--- config.mk ---
export PLATFORM = sky130hd
export DESIGN_NAME = pulse_gate_flat
export DESIGN_NICKNAME = d
export VERILOG_FILES = /design/src/rtl/pulse_gate_if.sv /design/src/rtl/pulse_gate.sv /design/src/flat_wrapper.sv
export SDC_FILE = /design/constraint.sdc
export NUM_CORES = 1
export LEC_CHECK = 0
export CORE_MARGIN = 2
export CORE_UTILIZATION = 35
export DETAILED_ROUTE_END_ITERATION = 10
export GPL_TIMING_DRIVEN = 0
export SLEW_MARGIN = 20
export SYNTH_ARGS = -nofsm -noshare
export SYNTH_HDL_FRONTEND = slang
export SYNTH_SLANG_ARGS = --single-unit
--- constraint.sdc ---
create_clock -name adc_clk -period 2.2 [get_ports adc_clk]
set_input_delay 0.22 -clock adc_clk [delete_from_list [all_inputs] [get_ports adc_clk]]
set_output_delay 0.22 -clock adc_clk [all_outputs]
set_load 0.01 [all_outputs]
--- src/rtl/pulse_gate_if.sv ---
// Event stream bundle for pulse_gate: AXI-Stream style tdata/tvalid/tlast/tready.
// A beat transfers on the rising clock edge where tvalid and tready are both high.
interface pulse_gate_if #(
    parameter int DATA_W = 32
);
    logic [DATA_W-1:0] tdata;
    logic              tvalid;
    logic              tlast;
    logic              tready;

    modport master (output tdata, output tvalid, output tlast, input tready);
    modport slave  (input tdata, input tvalid, input tlast, output tready);
endinterface

--- src/rtl/pulse_gate.sv ---
// Pulse discriminator: tracks peak/width of each vgl pulse, emits accepted events on a stream.
// Optional macro PULSE_GATE_TIMESTAMP_EN adds a second beat carrying the pulse start cycle count.
module pulse_gate #(
    parameter int ADC_WIDTH        = 14,
    parameter int AXIS_TDATA_WIDTH = 32,
    parameter int MAX_WIDTH        = 1023,
    parameter int DEAD_TIME        = 16
) (
    input  logic                               adc_clk,
    input  logic                               rst,
    input  logic        [AXIS_TDATA_WIDTH-1:0] adc_dat_a,
    input  logic                               vgl,
    input  logic signed [ADC_WIDTH-1:0]        input_high,
    pulse_gate_if.master                       m_axis,
    output logic        [31:0]                 accepted_cnt,
    output logic        [31:0]                 rejected_cnt,
    output logic        [1:0]                  state_dbg_o
);

    typedef enum logic [1:0] {
        IDLE  = 2'd0,
        TRACK = 2'd1,
        EMIT  = 2'd2,
        DEAD  = 2'd3
    } state_t;

    localparam int              DW        = $clog2(DEAD_TIME + 1);
    localparam logic [DW-1:0]   DEAD_LOAD = DW'(DEAD_TIME - 1);
    localparam logic [9:0]      MAX_W     = 10'(MAX_WIDTH);

    state_t                        state_q;
    logic signed [ADC_WIDTH-1:0]   sample_q;
    logic                          vgl_q;
    logic                          armed_q;
    logic signed [ADC_WIDTH-1:0]   peak_q;
    logic        [9:0]             width_q;
    logic        [DW-1:0]          dead_q;
    logic [AXIS_TDATA_WIDTH-1:0]   tdata_q;
    logic                          tvalid_q;
    logic                          tlast_q;
    logic        [31:0]            acc_q;
    logic        [31:0]            rej_q;
    logic [AXIS_TDATA_WIDTH-1:0]   event_word_d;
    logic                          final_beat;
    logic                          unused_ok;

`ifdef PULSE_GATE_TIMESTAMP_EN
    logic [31:0] ts_q;
    logic [31:0] ts_lat_q;
    logic        beat_q;
    assign final_beat = beat_q;
`else
    assign final_beat = 1'b1;
`endif

    assign unused_ok = ^adc_dat_a[AXIS_TDATA_WIDTH-1:ADC_WIDTH];

    function automatic logic [31:0] sat_inc(input logic [31:0] v);
        return (v == 32'hFFFF_FFFF) ? v : v + 32'd1;
    endfunction

    always_comb begin
        event_word_d                  = '0;
        event_word_d[ADC_WIDTH-1:0]   = peak_q;
        event_word_d[25:16]           = width_q;
    end

    always_ff @(posedge adc_clk or negedge rst) begin
        if (!rst) begin
            state_q  <= IDLE;
            sample_q <= '0;
            vgl_q    <= 1'b0;
            armed_q  <= 1'b0;
            peak_q   <= '0;
            width_q  <= '0;
            dead_q   <= '0;
            tdata_q  <= '0;
            tvalid_q <= 1'b0;
            tlast_q  <= 1'b0;
            acc_q    <= '0;
            rej_q    <= '0;
`ifdef PULSE_GATE_TIMESTAMP_EN
            ts_q     <= '0;
            ts_lat_q <= '0;
            beat_q   <= 1'b0;
`endif
        end else begin
            sample_q <= adc_dat_a[ADC_WIDTH-1:0];
            vgl_q    <= vgl;
            // A vgl already high out of reset must fall once before an edge counts.
            if (!vgl) armed_q <= 1'b1;
`ifdef PULSE_GATE_TIMESTAMP_EN
            ts_q <= ts_q + 32'd1;
`endif
            case (state_q)
                IDLE: begin
                    if (vgl && !vgl_q && armed_q) begin
                        state_q <= TRACK;
                        peak_q  <= sample_q;
                        width_q <= 10'd1;
`ifdef PULSE_GATE_TIMESTAMP_EN
                        ts_lat_q <= ts_q;
`endif
                    end
                end
                TRACK: begin
                    if (vgl) begin
                        if (width_q == MAX_W) begin
                            rej_q   <= sat_inc(rej_q);
                            dead_q  <= DEAD_LOAD;
                            state_q <= DEAD;
                        end else begin
                            if (sample_q > peak_q) peak_q <= sample_q;
                            width_q <= width_q + 10'd1;
                        end
                    end else if (peak_q <= input_high) begin
                        tdata_q  <= event_word_d;
                        tvalid_q <= 1'b1;
`ifdef PULSE_GATE_TIMESTAMP_EN
                        tlast_q  <= 1'b0;
                        beat_q   <= 1'b0;
`else
                        tlast_q  <= 1'b1;
`endif
                        state_q  <= EMIT;
                    end else begin
                        rej_q   <= sat_inc(rej_q);
                        dead_q  <= DEAD_LOAD;
                        state_q <= DEAD;
                    end
                end
                EMIT: begin
                    if (m_axis.tready) begin
                        if (final_beat) begin
                            tvalid_q <= 1'b0;
                            tlast_q  <= 1'b0;
                            acc_q    <= sat_inc(acc_q);
                            dead_q   <= DEAD_LOAD;
                            state_q  <= DEAD;
                        end
`ifdef PULSE_GATE_TIMESTAMP_EN
                        else begin
                            beat_q  <= 1'b1;
                            tdata_q <= AXIS_TDATA_WIDTH'(ts_lat_q);
                            tlast_q <= 1'b1;
                        end
`endif
                    end
                end
                DEAD: begin
                    if (dead_q == '0) state_q <= IDLE;
                    else              dead_q  <= dead_q - DW'(1);
                end
                default: state_q <= IDLE;
            endcase
        end
    end

    assign m_axis.tdata  = tdata_q;
    assign m_axis.tvalid = tvalid_q;
    assign m_axis.tlast  = tlast_q;
    assign accepted_cnt  = acc_q;
    assign rejected_cnt  = rej_q;
    assign state_dbg_o   = state_q;

endmodule

--- src/flat_wrapper.sv ---
// flat-port wrapper written by rule: the top's interface ports become plain ports
module pulse_gate_flat 
#(
    parameter int ADC_WIDTH        = 14,
    parameter int AXIS_TDATA_WIDTH = 32,
    parameter int MAX_WIDTH        = 1023,
    parameter int DEAD_TIME        = 16
)
  (adc_clk, rst, adc_dat_a, vgl, input_high, accepted_cnt, rejected_cnt, state_dbg_o, m_axis_tdata, m_axis_tvalid, m_axis_tlast, m_axis_tready);
  pulse_gate_if #(.DATA_W((32))) m_axis_i ();
  input  logic adc_clk;
  input  logic rst;
  input  logic        [AXIS_TDATA_WIDTH-1:0] adc_dat_a;
  input  logic vgl;
  input  logic signed [ADC_WIDTH-1:0] input_high;
  output logic        [31:0] accepted_cnt;
  output logic        [31:0] rejected_cnt;
  output logic        [1:0] state_dbg_o;
  output wire logic [$bits(m_axis_i.tdata)-1:0] m_axis_tdata;
  output wire logic [$bits(m_axis_i.tvalid)-1:0] m_axis_tvalid;
  output wire logic [$bits(m_axis_i.tlast)-1:0] m_axis_tlast;
  input wire logic [$bits(m_axis_i.tready)-1:0] m_axis_tready;
  assign m_axis_tdata = m_axis_i.tdata;
  assign m_axis_tvalid = m_axis_i.tvalid;
  assign m_axis_tlast = m_axis_i.tlast;
  assign m_axis_i.tready = m_axis_tready;
  pulse_gate #(.ADC_WIDTH(ADC_WIDTH), .AXIS_TDATA_WIDTH(AXIS_TDATA_WIDTH), .MAX_WIDTH(MAX_WIDTH), .DEAD_TIME(DEAD_TIME)) u_core (.adc_clk(adc_clk), .rst(rst), .adc_dat_a(adc_dat_a), .vgl(vgl), .input_high(input_high), .m_axis(m_axis_i), .accepted_cnt(accepted_cnt), .rejected_cnt(rejected_cnt), .state_dbg_o(state_dbg_o));
endmodule
==> results.tsv <==
stage	metric	value	unit
status	status	finished, violations left	
status	failing checks	negative setup slack	
timing	Clock Skew	6.37	ps
place	IO Port Bufs	123	
worst_setup_path	worst setup path startpoint	u_core.peak_q[11]	
place	GPL Wtd Cong	0.806	
yosys	Post-synth EDFFs	0	
timing	Tcrit/Tclk final	1.13	
pwr	total power	10.9	mW
route	Final ANT Viol Nets	0	
worst_setup_path	R2R setup slack	-280	ps
clocking	Clock Latency Late Sink	410	ps
global_route	All-Layer GR Usage	0.165	
clocking	Sink Count	136	
final_layout	Inserted Diodes	0	
place	placed standard-cell area	0.00869	mm2
yosys	yosys warns	0	
worst_setup_path	worst r2r src	u_core.peak_q[11]	
clocking	clk buf depth	2	
yosys	top_reg_cell synth	dfrtp_1	
timing	Final Hold Viols	0	
global_route	first-pass GRT wire length	28.4	mm
pwr	VDD IR-drop max	571	uV
worst_hold_path	Hold Crit Depth	1	
floorplan	# rows	51	
yosys	Netlist Area Pre-Place	0.00696	mm2
route	Vias	5420	
global_route	vias in the first global route	5596	
yosys	Synth cell types	59	
worst_setup_path	CP Class	reg2reg	
route	final WL	17.4	mm
yosys	syn_area_per_cell	11.0	um2
floorplan	core area	0.0195	mm2
worst_setup_path	CP required	2500	ps
yosys	Synth Register Bits	136	
global_route	initial antenna violation count	0	
clocking	CTS tree	yes	
floorplan	Chip Width	145	um
yosys	Seq/Total Area, Yosys	0.489	
final_layout	Finished Core Util	0.521	
worst_setup_path	worst r2r dst	u_core.peak_q[4]	
timing	min Tclk post-route	2480	ps
final_layout	Synth-to-Final Area Change	45.7	%
worst_hold_path	hold endpoint	u_core.sample_q[3]	
timing	final setup fails	76	
final_layout	share of cells above drive strength 1	0.251	
timing	relative slew slack	0.495	
final_layout	most common cell after layout, fill and taps aside	dfrtp_1	
final_layout	post-route cell area	0.0101	mm2
final_layout	most frequent cells in the layout	dfrtp_1, clkdlybuf4s50_1, inv_1	
floorplan	Die Ht	145	um
worst_setup_path	Setup crit end kind	flip-flop	
pwr	power per cell area	1070	mW/mm2
timing	unrepaired setup endpoints after global routing	true	
pwr	P_leak	4.54	nW
floorplan	Die ar.	0.0210	mm2
yosys	Synth Instances	632	
worst_setup_path	FF-to-FF path depth	12	
timing	max frequency	403	MHz
worst_hold_path	HP Start	adc_dat_a[3]	
route	Initial DRT Pass Iterations	6	
clocking	total CTS buffers	17	
place	DP Worst Slack	-744	ps
clocking	CTS Root Buffer Type	clkbuf_16	
route	DR WL/cell	15.9	um
floorplan	I/O pin count	150	
clocking	clk slew on worst S/H paths	60	ps
run	MaxCap Viol Count	0	
route	First DRT Iteration DRCs	212	
timing	Final Slew Violations	0	
global_route	largest net degree at the start of global routing	86	
timing	Worst-Margin Slew	753	ps
worst_setup_path	Setup crit start kind	flip-flop	
worst_hold_path	Min-Delay Path Class	in2reg	
worst_setup_path	worst-path fanout max	5	
global_route	Congestion Overflow GR	0	
floorplan	starting density of the core	0.358	
worst_setup_path	Arr. time, crit path	2780	ps
route	drt drc	0	
yosys	ys async rst share	1.00	
place	HPWL after DPL	11.9	mm
final_layout	# nets final	908	
route	vias per cell	4.94	
timing	hold_ws	243	ps
clocking	H-tree depth	4	
timing	post-route setup slack	-283	ps
sequential cells by signal, summed over array words and instances, names as in the netlist:
signal,cells
u_core.width_q,10
u_core.state_dbg_o,2
u_core.armed_q,1
u_core.rejected_cnt,32
u_core.sample_q,14
u_core.m_axis.tdata,24
u_core.m_axis.tvalid,1
u_core.accepted_cnt,32
u_core.dead_q,5
u_core.vgl_q,1
u_core.peak_q,14
cell usage after synthesis (3+ instances only):
cell | instances | area share
a211oi_1 | 3 | 0.0032
a21boi_0 | 3 | 0.0032
a21oi_1 | 17 | 0.012
and2_1 | 7 | 0.0063
and3_1 | 6 | 0.0054
and4_1 | 4 | 0.0050
buf_2 | 4 | 0.0029
buf_4 | 10 | 0.011
buf_6 | 3 | 0.0049
clkbuf_1 | 6 | 0.0032
dfrtp_1 | 136 | 0.49
ha_1 | 37 | 0.066
inv_1 | 49 | 0.026
mux2_2 | 20 | 0.032
mux2_4 | 20 | 0.043
nand2_1 | 31 | 0.017
nand2b_1 | 7 | 0.0063
nand3_1 | 33 | 0.024
nand3b_1 | 3 | 0.0032
nand4_1 | 35 | 0.031
nor2_1 | 28 | 0.015
nor2b_1 | 4 | 0.0036
nor3_1 | 27 | 0.019
nor4_1 | 18 | 0.016
o21ai_0 | 7 | 0.0050
or3_1 | 6 | 0.0054
xnor2_1 | 26 | 0.033
xor2_1 | 42 | 0.053
worst max path at each step:
stage | endpoint | cells after the start | slack (ps)
2_1_floorplan | u_core.m_axis.tdata[10] | 8 | -110
3_3_place_gp | u_core.rejected_cnt[8] | 1 | -4440
3_5_place_dp | u_core.m_axis.tdata[8] | 10 | -740
4_1_cts | u_core.peak_q[11] | 11 | -270
5_1_grt | u_core.rejected_cnt[1] | 9 | -350
6_report | u_core.peak_q[4] | 12 | -280
area by class of cell:
| cell class | instances | area [um2] |
|---|---|---|
| Timing Repair Buffer | 163 | 1640 |
| Tap cell | 265 | 332 |
| Sequential cell | 136 | 3410 |
| Multi-Input combinational cell | 431 | 3820 |
| Buffer | 23 | 195 |
| Clock buffer | 24 | 492 |
| Fill cell | 1670 | 9320 |
| Inverter | 49 | 184 |
| Clock inverter | 7 | 68.8 |
per-stage QoR:
step           setup TNS, ps  instances
6_report              -16220       1098
5_1_grt               -21350       1098
4_1_cts               -16550       1086
2_1_floorplan          -2280        639
3_5_place_dp          -44910       1028
3_3_place_gp         -648250       1027
logic make-up (layout without fill, tap and decap cells):
kind of cell / count (synthesis) / in the layout / synth area share
buf+inv: 72 / 266 / 0.0482
other cells: 1 / 8 / 0.000539
xor+xnor: 68 / 68 / 0.0855
mux: 43 / 43 / 0.0800
flops: 136 / 136 / 0.489
compound gates: 53 / 53 / 0.0539
fa+ha+maj: 37 / 37 / 0.0665
simple gates: 222 / 222 / 0.177
power by group:
| group | total, mW | internal [mW] | leakage [nW] | switching (mW) |
|---|---|---|---|---|
| Sequential | 3.47 | 3.00 | 1.71 | 0.471 |
| Combinational | 4.69 | 2.52 | 2.56 | 2.18 |
| Clock | 2.71 | 1.66 | 0.272 | 1.04 |
timing repair:
item | CTS | global route
pin swaps | 11 | 23
setup endpoints to repair | 84 | 91
gates resized for setup | 50 | 64
hold endpoints to repair | 51 | 0
cloned | 2 | 0
hold buffers | 1 | 0
buffers inserted | 24 | 12
per-layer routing:
| layer | track usage | vias up | share of wire |
|---|---|---|---|
| met5 | 0 | - | 0 |
| met4 | 0.0658 | 0 | 0.016 |
| met3 | 0.0308 | 20 | 0.039 |
| met2 | 0.274 | 130 | 0.50 |
| met1 | 0.214 | 2676 | 0.44 |
| li1 | - | 2594 | - |
worst max-delay path: stages (launching register included):
cell     delay, ps
dfrtp_1        400
buf_4          140
inv_2           40
ha_4           270
nand4_1        130
buf_6          180
nor2_4         110
a31oi_4        100
o21a_1         230
a21oi_4        200
buf_6          140
buf_16         110
mux2_2         320
Note: power is estimated with default switching activity, not from simulation.
